## src/rtl/rr_arb4_pkg.sv

```systemverilog
// Shared types and constants for the four-way round-robin arbiter.
// Latency: n/a (declarations and a pure combinational helper only).
// Backpressure: n/a.
package rr_arb4_pkg;

    localparam int N_REQ = 4;
    localparam int IDX_W = 2;

    typedef enum logic {
        IDLE  = 1'b0,
        GRANT = 1'b1
    } state_t;

    // First set request at or above ptr, wrapping 3->0; returns ptr when none is set.
    function automatic logic [IDX_W-1:0] rr_pick(input logic [N_REQ-1:0] req,
                                                 input logic [IDX_W-1:0] ptr);
        logic [IDX_W-1:0] pick;
        logic [IDX_W-1:0] idx;
        logic             found;
        pick  = ptr;
        idx   = ptr;
        found = 1'b0;
        for (int k = 0; k < N_REQ; k++) begin
            idx = ptr + IDX_W'(k);
            if (!found && req[idx]) begin
                pick  = idx;
                found = 1'b1;
            end
        end
        return pick;
    endfunction

endpackage

```

## src/rtl/dec24.sv

```systemverilog
// 2:4 decoder with enable; drives one output line per select value.
// Latency: purely combinational.
// Backpressure: none; output follows inputs.
module dec24 (
    input  logic       en,
    input  logic [1:0] a,
    output logic [3:0] d
);

    // One-hot decode of a, or all-zero when disabled.
    always_comb begin
        d = 4'b0000;
        if (en) begin
            d[a] = 1'b1;
        end
    end

endmodule

```

## src/rtl/rr_arb4.sv

```systemverilog
// Round-robin arbiter for four requesters with a programmable hold limit.
// Latency: grant one cycle after a request is sampled in IDLE; one bubble after each grant.
// Backpressure: en low blocks new grants only; a winner holds until release or MAX_HOLD cycles.
module rr_arb4
    import rr_arb4_pkg::*;
#(
    parameter int MAX_HOLD = 8
) (
    input  logic             clk,
    input  logic             rst,
    input  logic             en,
    input  logic [N_REQ-1:0] req,
    output logic [N_REQ-1:0] gnt,
    output logic [IDX_W-1:0] gnt_id,
    output logic             gnt_valid,
    output logic             expire
);

    // Last cycle count a grant may reach before it is force-ended.
    localparam logic [7:0] CNT_LAST = 8'(MAX_HOLD - 1);

    state_t           state_q, state_d;
    logic [IDX_W-1:0] ptr_q, ptr_d;
    logic [7:0]       cnt_q, cnt_d;
    logic [IDX_W-1:0] id_d;
    logic             expire_d;
    logic [IDX_W-1:0] win;

    assign win       = rr_pick(req, ptr_q);
    assign gnt_valid = (state_q == GRANT);

    // Next-state logic: pick a winner in IDLE, hold/release/timeout in GRANT.
    always_comb begin
        state_d  = state_q;
        ptr_d    = ptr_q;
        cnt_d    = cnt_q;
        id_d     = gnt_id;
        expire_d = 1'b0;
        case (state_q)
            IDLE: begin
                if (en && (req != '0)) begin
                    state_d = GRANT;
                    id_d    = win;
                    ptr_d   = win + IDX_W'(1);
                    cnt_d   = 8'd0;
                end
            end
            GRANT: begin
                // Release takes precedence over timeout, so expire only fires while still requested.
                if (!req[gnt_id]) begin
                    state_d = IDLE;
                end else if (cnt_q == CNT_LAST) begin
                    state_d  = IDLE;
                    expire_d = 1'b1;
                end else begin
                    cnt_d = cnt_q + 8'd1;
                end
            end
            default: begin
                state_d = IDLE;
            end
        endcase
    end

    // State, rotation pointer, hold counter, winner index and expire pulse.
    always_ff @(posedge clk or posedge rst) begin
        if (rst) begin
            state_q <= IDLE;
            ptr_q   <= '0;
            cnt_q   <= 8'd0;
            gnt_id  <= '0;
            expire  <= 1'b0;
        end else begin
            state_q <= state_d;
            ptr_q   <= ptr_d;
            cnt_q   <= cnt_d;
            gnt_id  <= id_d;
            expire  <= expire_d;
        end
    end

    // Resource select: decode of registered state, so it is glitch-free and drops with async reset.
    dec24 u_dec24 (
        .en (gnt_valid),
        .a  (gnt_id),
        .d  (gnt)
    );

endmodule

```

## config.mk

```make
export PLATFORM = sky130hd
export DESIGN_NAME = rr_arb4
export DESIGN_NICKNAME = d
export VERILOG_FILES = /design/src/rtl/rr_arb4_pkg.sv /design/src/rtl/dec24.sv /design/src/rtl/rr_arb4.sv
export SDC_FILE = /design/constraint.sdc
export NUM_CORES = 1
export LEC_CHECK = 0
export BUFFER_PORTS_ARGS = -buffer_cell sky130_fd_sc_hd__buf_2
export CAP_MARGIN = 20
export CORE_UTILIZATION = 57
export CTS_CLUSTER_SIZE = 40
export DETAILED_ROUTE_END_ITERATION = 10
export PLACE_DENSITY = 0.93
export SYNTH_ARGS = -nofsm -noshare
export SYNTH_HDL_FRONTEND = slang
export SYNTH_SLANG_ARGS = --single-unit
```

## constraint.sdc

```tcl
create_clock -name clk -period 3.25 [get_ports clk]
set_input_delay 0.4875 -clock clk [delete_from_list [all_inputs] [get_ports clk]]
set_output_delay 0.4875 -clock clk [all_outputs]
set_load 0.03 [all_outputs]
```

==> impl_metrics.csv <==
group,metric,value,unit
run_status,status,"finished, final reports clean",
clock_tree,path_clk_slew,90,ps
timing,worst_slack,1510,ps
synth,synth_nets,98,
timing,drv_slew,0,
setup_path,cp_slowest_cell,"mux4_2",
synth,ys_seq_area_share,43.1,%
setup_path,critPathArrivalTime,1910,ps
timing,finClkSkew,4.34,ps
routing,via_per_inst,5.83,
setup_path,cp-start-kind,"flop",
routing,wl_met2,815,um
timing,worst_pin_slew,537,ps
synth,yosysWarnings,0,
synth,synth_cell_types,33,
timing,hold_violations,0,
layout,nets,115,
setup_path,cp_top_family,"multiplexers",
timing,clock.fmax,574,MHz
setup_path,crit_buf_inv,0,
timing,post-route-period-util,53.6,%
die,rows,13,
clock_tree,clock_sinks,14,
clock_tree,cts_setup_buffers,0,
pwr,vdd_ir_drop_max,0.544,mV
placed_design,place_ws,1340,ps
timing,setup_violations,0,
routing,drc,0,
clock_tree,clockRootBuffer,"clkbuf_4",
clock_tree,ctsHoldBuffers,0,
layout,layout_common_cells,"dfrtp_1 (14), buf_2 (14), nand2_1 (12)",
setup_path,worstPathMaxFanout,8,
timing,rsz0062_at_grt,"false",
synth,ys_seq_elements,14,
pwr,p_leak,0.446,nW
setup_path,crit_type,"flop to flop",
setup_path,cp_data_required_time,3420,ps
clock_tree,cts_made_buffers,3,
grt,grt_pass1_vias,633,
synth,netlist_area,813,um2
clock_tree,cts_max_level,1,
flow_run,cap_viol_max_count,0,
clock_tree,clockBufferDepth,2,
die,dieArea,1580,um2
setup_path,cp_cell_sequence,"mux4_2 -> and2_1 -> nand4_1 -> xor2_1 -> nor2_1",
routing,top_layer,"met4",
setup_path,r2r_cells,5,
die,fp.dieH,39.8,um
routing,drtPass1Iterations,4,
routing,vias,706,
placed_design,portBuffers,14,
clock_tree,insertion_delay,280,ps
routing,wl_per_cell,13.7,um
synth,async_flop_share,100,%
hold_path,hold_path_class,"input port to async pin",
pwr,p_per_area,784,nW/um2
grt,grt.total_usage,27.0,%
setup_path,end_kind,"flop",
layout,final_cells,121,
placed_design,placed_cells,117,
placed_design,gp_congestion,1.02,
clock_tree,cts_tree,"done",
timing,timing.slew.headroom,64.2,%
routing,drt_iter0_drc,27,
synth,synth_edf_count,0,
die,die_w,39.8,um
clock_tree,cts_resized,0,
layout,n_antenna_cell,0,
synth,syn-mean-instance-area,9.04,um2
layout,final_core_util,69.8,%
timing,timing.hold.ws,226,ps
synth,synth_ff_type,"dfrtp_1",
setup_path,worst-path-stages,5,
timing,finalSetupTns,0,ps
die,start_util,61.7,%
grt,overflow,0,
setup_path,critPathMaxStageDelay,520,ps
placed_design,place_hpwl,1270,um
layout,area_growth,13.1,%
grt,grt_start_max_net_pins,15,
layout,drive_above_1_share,21.7,%
die,pin_count,15,
grt,grt_first_pass_wirelength,2730,um
timing,min_period,1740,ps
routing,drtAntennaViolNets,0,
routing,wl_met1,758,um
die,core_area,1320,um2
routing,routed_wl,1660,um
routing,wl_met3,60,um
grt,antenna_found_initial,0,
synth,synthCells,90,
==> worst paths after layout <==
kind | start | end | slack [ps]
max in group asynchronous | rst | cnt_q[2] | 2670
worst max-delay path | gnt_id[0] | cnt_q[7] | 1510
worst min-delay path | rst | cnt_q[6] | 230
worst max register to register | gnt_id[0] | cnt_q[7] | 1510
min in group clk | cnt_q[2] | cnt_q[2] | 540
worst min register to register | cnt_q[2] | cnt_q[2] | 540
==> Yosys cell counts, types with 2 or more instances <==
| cell type | n | area, um2 |
|---|---|---|
| dfrtp_1 | 14 | 350 |
| nand2_1 | 12 | 45.0 |
| nor2_1 | 11 | 41.3 |
| a21oi_1 | 5 | 25.0 |
| inv_1 | 4 | 15.0 |
| nand3_1 | 4 | 20.0 |
| o21ai_0 | 4 | 20.0 |
| xor2_1 | 4 | 35.0 |
| nor2b_1 | 3 | 18.8 |
| mux2i_1 | 2 | 20.0 |
| nand2b_1 | 2 | 12.5 |
| nand3b_1 | 2 | 15.0 |
| nand4_1 | 2 | 12.5 |
| or3_1 | 2 | 12.5 |
==> metal layers <==
metal  vias up  global-route usage, %
met2        20                   47.1
met3         2                   5.11
met1       339                   32.9
li1        345                      -
met5         -                      0
met4         0                   8.62
==> power by group <==
group          internal (mW)  switching [mW]  total [mW]
combinational          0.114           0.199       0.313
sequential             0.216          0.0648       0.281
clock                 0.0682          0.0584       0.127
total                  0.398           0.322       0.721
==> final cells by class <==
cell class	instances	area (um2)
clock buffer	4	36.3
fill	104	398
inverter	4	15.0
multi-input combinational	70	429
sequential	14	350
tap	15	18.8
timing repair buffer	14	70.1
==> state kept, by name, indices dropped and copies added (netlist names) <==
register and count:
gnt_id 2, ptr_q 2, gnt_valid 1, cnt_q 8
expire 1
==> per-stage QoR <==
step | cell area, um2 | total power, mW
finish | 920 | 0.721
global route | 920 | 0.774
CTS | 920 | 0.722
detailed placement | 883 | 0.597
global placement | 883 | 0.580
floorplan | 813 | 0.522
==> logic make-up (layout without fill, tap and decap cells) <==
group / Yosys count / count (layout) / share of synthesized area, %
buf+inv: 6 / 22 / 4.15
flops: 14 / 14 / 43.1
mux: 3 / 3 / 5.23
compound gates: 16 / 16 / 11.8
simple gates: 46 / 46 / 29.8
fa+ha+maj: 1 / 1 / 1.54
xor+xnor: 4 / 4 / 4.31
No activity file was read; power rests on OpenSTA's default activity.
